### config.mk
export PLATFORM = sky130hd
export DESIGN_NAME = pipe_mem
export DESIGN_NICKNAME = d
export VERILOG_FILES = /design/src/rtl/pipe_mem_pkg.sv /design/src/rtl/pipe_mem_ex_mem_reg.sv /design/src/rtl/pipe_mem.sv
export SDC_FILE = /design/constraint.sdc
export NUM_CORES = 1
export LEC_CHECK = 0
export ABC_AREA = 1
export ABC_CLOCK_PERIOD_IN_PS = 1500
export CAP_MARGIN = 20
export CORE_MARGIN = 5
export CORE_UTILIZATION = 42
export CTS_CLUSTER_DIAMETER = 30
export DETAILED_ROUTE_END_ITERATION = 7
export PLACE_DENSITY_LB_ADDON = 0.3
export SYNTH_ARGS = -nofsm -noshare
export SYNTH_HDL_FRONTEND = slang
export SYNTH_SLANG_ARGS = --single-unit
### constraint.sdc
create_clock -name clk -period 1.5 [get_ports clk]
set_input_delay 0.3 -clock clk [delete_from_list [all_inputs] [get_ports clk]]
set_output_delay 0.3 -clock clk [all_outputs]
set_load 0.01 [all_outputs]
### src/rtl/pipe_mem_pkg.sv
// Shared definitions for the MEM pipeline stage.
//   - Width constants for register numbers, data words and the stall counter.
//   - Encoding of the data-memory handshake FSM states.
//   - Saturating increment used by the stall counter.
package pipe_mem_pkg;

  localparam int REGN_W = 5;
  localparam int DATA_W = 32;
  localparam int CNT_W  = 16;

  localparam logic [CNT_W-1:0] CNT_MAX = {CNT_W{1'b1}};
  localparam logic [CNT_W-1:0] CNT_ONE = {{(CNT_W-1){1'b0}}, 1'b1};

  typedef enum logic [0:0] {
    IDLE = 1'b0,
    WAIT = 1'b1
  } mem_state_t;

  // Add one unless already at the top, so the counter sticks at all-ones.
  function automatic logic [CNT_W-1:0] sat_inc(input logic [CNT_W-1:0] value);
    logic [CNT_W-1:0] result;
    if (value == CNT_MAX) begin
      result = value;
    end else begin
      result = value + CNT_ONE;
    end
    return result;
  endfunction

endpackage

### src/rtl/pipe_mem_ex_mem_reg.sv
// EX/MEM pipeline register with a load enable.
// Ports:
//   clk, clrn            - clock, synchronous active-high clear
//   en                   - load enable (low while the MEM stage is stalled)
//   ex_wreg/m2reg/wmem   - EX-stage register-write, load and store controls
//   ex_wn, ex_alu, ex_di - destination register, ALU result/address, store data
//   m_*                  - the same fields as held in the MEM stage
module pipe_mem_ex_mem_reg
  import pipe_mem_pkg::*;
(
  input  logic              clk,
  input  logic              clrn,
  input  logic              en,
  input  logic              ex_wreg,
  input  logic              ex_m2reg,
  input  logic              ex_wmem,
  input  logic [REGN_W-1:0] ex_wn,
  input  logic [DATA_W-1:0] ex_alu,
  input  logic [DATA_W-1:0] ex_di,
  output logic              m_wreg,
  output logic              m_m2reg,
  output logic              m_wmem,
  output logic [REGN_W-1:0] m_wn,
  output logic [DATA_W-1:0] m_alu,
  output logic [DATA_W-1:0] m_di
);

  // Capture the EX fields when enabled; otherwise hold the instruction in MEM.
  always_ff @(posedge clk) begin
    if (clrn) begin
      m_wreg  <= 1'b0;
      m_m2reg <= 1'b0;
      m_wmem  <= 1'b0;
      m_wn    <= {REGN_W{1'b0}};
      m_alu   <= {DATA_W{1'b0}};
      m_di    <= {DATA_W{1'b0}};
    end else if (en) begin
      m_wreg  <= ex_wreg;
      m_m2reg <= ex_m2reg;
      m_wmem  <= ex_wmem;
      m_wn    <= ex_wn;
      m_alu   <= ex_alu;
      m_di    <= ex_di;
    end else begin
      m_wreg  <= m_wreg;
      m_m2reg <= m_m2reg;
      m_wmem  <= m_wmem;
      m_wn    <= m_wn;
      m_alu   <= m_alu;
      m_di    <= m_di;
    end
  end

endmodule

### src/rtl/pipe_mem.sv
// MEM stage of the pipeline: issues data-memory requests, stalls upstream
// stages until the memory acknowledges, and feeds the MEM/WB register.
// Ports:
//   clk, clrn                      - clock, synchronous active-high reset
//   EXwreg, EXm2reg, EXwmem        - EX-stage controls (write reg, load, store)
//   EXwn, EXaluResult, EXdi        - destination reg, address/result, store data
//   stall                          - freezes upstream stages while high
//   dm_req, dm_we, dm_addr, dm_wdata - data-memory request
//   dm_ack, dm_rdata               - data-memory completion and load data
//   WBwreg, WBm2reg, WBwn, WBaluResult, WBmo - writeback fields
//   stall_cnt                      - saturating count of stalled cycles
module pipe_mem
  import pipe_mem_pkg::*;
(
  input  logic              clk,
  input  logic              clrn,
  input  logic              EXwreg,
  input  logic              EXm2reg,
  input  logic              EXwmem,
  input  logic [REGN_W-1:0] EXwn,
  input  logic [DATA_W-1:0] EXaluResult,
  input  logic [DATA_W-1:0] EXdi,
  output logic              stall,
  output logic              dm_req,
  output logic              dm_we,
  output logic [DATA_W-1:0] dm_addr,
  output logic [DATA_W-1:0] dm_wdata,
  input  logic              dm_ack,
  input  logic [DATA_W-1:0] dm_rdata,
  output logic              WBwreg,
  output logic              WBm2reg,
  output logic [REGN_W-1:0] WBwn,
  output logic [DATA_W-1:0] WBaluResult,
  output logic [DATA_W-1:0] WBmo,
  output logic [CNT_W-1:0]  stall_cnt
);

  logic              mwreg_s;
  logic              mm2reg_s;
  logic              mwmem_s;
  logic [REGN_W-1:0] mwn_s;
  logic [DATA_W-1:0] malu_s;
  logic [DATA_W-1:0] mdi_s;
  logic              memop_s;
  logic              stall_s;
  mem_state_t        state_r;
  mem_state_t        state_nxt_s;

  pipe_mem_ex_mem_reg u_ex_mem_reg (
    .clk      (clk),
    .clrn     (clrn),
    .en       (~stall_s),
    .ex_wreg  (EXwreg),
    .ex_m2reg (EXm2reg),
    .ex_wmem  (EXwmem),
    .ex_wn    (EXwn),
    .ex_alu   (EXaluResult),
    .ex_di    (EXdi),
    .m_wreg   (mwreg_s),
    .m_m2reg  (mm2reg_s),
    .m_wmem   (mwmem_s),
    .m_wn     (mwn_s),
    .m_alu    (malu_s),
    .m_di     (mdi_s)
  );

  // A zero-wait ack lets the access complete in its issue cycle, so the
  // stall is combinational on dm_ack rather than derived from the FSM state.
  assign memop_s  = mm2reg_s | mwmem_s;
  assign stall_s  = memop_s & ~dm_ack;
  assign stall    = stall_s;
  assign dm_req   = memop_s;
  assign dm_we    = mwmem_s;
  assign dm_addr  = malu_s;
  assign dm_wdata = mdi_s;

  // Handshake state register.
  always_ff @(posedge clk) begin
    if (clrn) begin
      state_r <= IDLE;
    end else begin
      state_r <= state_nxt_s;
    end
  end

  // Handshake next-state: wait out a memory access that was not acked at once.
  always_comb begin
    state_nxt_s = state_r;
    case (state_r)
      IDLE: begin
        if (memop_s && !dm_ack) begin
          state_nxt_s = WAIT;
        end else begin
          state_nxt_s = IDLE;
        end
      end
      WAIT: begin
        if (dm_ack) begin
          state_nxt_s = IDLE;
        end else begin
          state_nxt_s = WAIT;
        end
      end
      default: state_nxt_s = IDLE;
    endcase
  end

  // MEM/WB register: advance the instruction, or insert a bubble while stalled.
  // An instruction flagged both load and store is a store, so it never writes back.
  always_ff @(posedge clk) begin
    if (clrn) begin
      WBwreg      <= 1'b0;
      WBm2reg     <= 1'b0;
      WBwn        <= {REGN_W{1'b0}};
      WBaluResult <= {DATA_W{1'b0}};
      WBmo        <= {DATA_W{1'b0}};
    end else if (!stall_s) begin
      WBwreg      <= mwreg_s & ~(mm2reg_s & mwmem_s);
      WBm2reg     <= mm2reg_s;
      WBwn        <= mwn_s;
      WBaluResult <= malu_s;
      WBmo        <= mm2reg_s ? dm_rdata : WBmo;
    end else begin
      WBwreg      <= 1'b0;
      WBm2reg     <= 1'b0;
      WBwn        <= WBwn;
      WBaluResult <= WBaluResult;
      WBmo        <= WBmo;
    end
  end

  // Stall-cycle counter, sticks at all-ones.
  always_ff @(posedge clk) begin
    if (clrn) begin
      stall_cnt <= {CNT_W{1'b0}};
    end else if (stall_s) begin
      stall_cnt <= sat_inc(stall_cnt);
    end else begin
      stall_cnt <= stall_cnt;
    end
  end

endmodule

==> results.toml <==
[floorplanning]
coreArea_um2 = 13770
start_util = 0.4233
pin_count = 261
num_rows = 43
die_h_um = 127.8
die_area_um2 = 16340
die_w_um = 127.8

[drt]
routed_via_density = 4.702
detail-route-antenna-nets = 0
vias = 5797
wl_mm = 17.50
avgRoutedWirePerCell_um = 14.20
drt-initial-drc-count = 431
firstDrtPassIters = 4
route.detailed.drc = 0

[power_and_ir_drop]
p_total_w = 0.01067
ir_drop_mv = 0.6423
p_leak_nw = 4.495
power_density_nw_per_um2 = 1161

[timing]
timing.slew.headroom = 0.7354
finalHoldViolCount = 0
fin_crit_sh = 0.9689
layout_setup_ws_ps = 46.70
setup_viol = 0
min_period_ps = 1453
setup_tns_ps = 0
skew_ps = 7.565
slew_violations = 0
max_slew.worst_pin.slew_ps = 387.0
grt_setup_unrepaired = "no"
max_freq_mhz = 688.1

[worst_setup_path]
critical_path_buf_inv_count = 3
path_class = "flop to primary output"
critical-path-top-delay-family = "buffers and inverters"
end_kind = "primary output"
crit_chain = "buf_4, inv_1, nand2_2, buf_2"
worstPathMaxFanout = 4
crit_slowest_cell = "dfxtp_2"
critPathMaxStageDelay_ps = 330
worstPathArrival_ps = 1150
worstPathRequired_ps = 1200
startpoint_type = "flop"

[synthesis]
synth_top_area_frac = 0.5459
netlist_area_um2 = 5831
synth_cell_types = 20
synthTopCellsByArea = "dfxtp_1 55%, nor2_1 21%, o21ai_0 12%, nand2_1 3.3%, buf_2 1.9%"
synth-seq-cells = 159
yosysWarnings = 0
ys_seq_area_frac = 0.5459
synth_nets = 885
synth_area_per_cell_um2 = 7.504
synth_top_cell_by_area = "dfxtp_1"
postSynthCellCount = 777

[grt]
grt_overflow = 0
grt_usage = 0.2094
grt_max_degree = 73
antenna_found_initial = 0
grt_pass1_wl_mm = 27.39
grt_pass1_vias = 5529

[clocking]
cts_tree = "yes"
cts_buffers = 17
cts-root-buf = "clkbuf_16"
htree_num_levels = 4
ctsHoldBuffers = 0
clk_latency_ps = 420
cts_setup_buffers = 0
cts.sinks = 159
clockBufferDepth = 2
path_clk_slew_ps = 60

[run_status]
outcome = "completed"

[final_layout]
drive_above_1_share = 0.08167
fin_cells = 1233
area_growth_pct = 57.64
final_nets = 1152
layout_common_cells = "322 x nor2_1, 152 x dfxtp_1, 150 x dlygate4sd2_1, 139 x o21ai_0, 105 x clkdlybuf4s50_1"
final_common_cell = "nor2_1"
antenna_cells = 0
final_util = 0.6673

[placement]
place_ws_ps = -381.0
io_buffers = 260
hpwl_mm = 12.62
gp_congestion = 0.8315
dp.cells = 1205

[worst_hold_path]
hp-class = "input port to flop"

[flow_run]
cap_violations = 0
[registers in the layout, summed over array words and instances, names as in the netlist, 5 cells and up]
signal,cells
WBaluResult,32
WBmo,32
u_ex_mem_reg.m_alu,32
u_ex_mem_reg.m_di,32
stall_cnt,16
WBwn,5
u_ex_mem_reg.m_wn,5
[final cells by class]
| cell class | instances | area, µm² |
|---|---|---|
| clock buffer | 21 | 470.5 |
| clock inverter | 7 | 112.6 |
| fill | 1241 | 4582 |
| inverter | 20 | 78.83 |
| multi-input combinational | 551 | 2357 |
| sequential | 159 | 3192 |
| tap | 180 | 225.2 |
| timing repair buffer | 295 | 2755 |
[path summary, 6_finish.rpt]
kind / endpoint / cells past startpoint / startpoint / slack [ps]
max: dm_req / 4 / u_ex_mem_reg.m_wmem / 50
min: u_ex_mem_reg.m_m2reg / 3 / EXm2reg / 430
max reg2reg: WBmo[3] / 7 / u_ex_mem_reg.m_wmem / 80
min reg2reg: u_ex_mem_reg.m_wreg / 2 / u_ex_mem_reg.m_wreg / 460
[report_power, final]
part           switching, W  internal [W]
Clock               0.00162       0.00270
Sequential         0.000159       0.00456
Combinational      0.000819      0.000818
[repair_timing]
action / CTS / global route
endpoints found under the hold margin: 0 / 0
pin swaps: 1 / 0
gates cloned: 0 / 0
gates resized for setup: 168 / 15
setup endpoints to repair: 154 / 11
[synth_stat cells]
library cell,count
ha_1,1
clkbuf_1,16
nand2_1,51
buf_2,22
nand4_1,3
nor2_4,1
nor2_2,1
a21oi_1,11
dfxtp_1,159
buf_6,2
buf_4,7
nor3_1,1
nand3_1,13
a22oi_1,1
nor2_8,1
o21ai_0,139
inv_1,19
a2111oi_0,1
inv_4,1
nor2_1,327
[routing by layer]
metal / track usage / part of all wire / vias up
li1: - / - / 2990
met1: 0.2571 / 0.42 / 2592
met2: 0.3506 / 0.48 / 192
met3: 0.06250 / 0.078 / 23
met4: 0.07179 / 0.020 / 0
met5: 0 / 0 / -
[worst min-delay path: stages]
cell	delay, ps
clkdlybuf4s50_1	400
nand2_1	60
a21oi_1	50
[per-stage QoR]
stage          cell area [µm²]  hold slack, ps
6_report                  9191           426.7
5_1_grt                   9191           469.3
4_1_cts                   9159           410.4
3_5_place_dp              8765           447.5
3_3_place_gp              8765           433.8
2_1_floorplan             5831           369.1
[logic make-up (layout without fill, tap and decap cells)]
| logic type | after synthesis | count (layout) | share of synthesized area |
|---|---|---|---|
| buffers and inverters | 67 | 343 | 0.05537 |
| and+or+nand+nor | 398 | 398 | 0.2650 |
| adders and majority gates | 1 | 1 | 0.002146 |
| DFF | 159 | 159 | 0.5459 |
| AOI/OAI and AO/OA | 152 | 152 | 0.1315 |
Power figures use the tool's default switching activity.
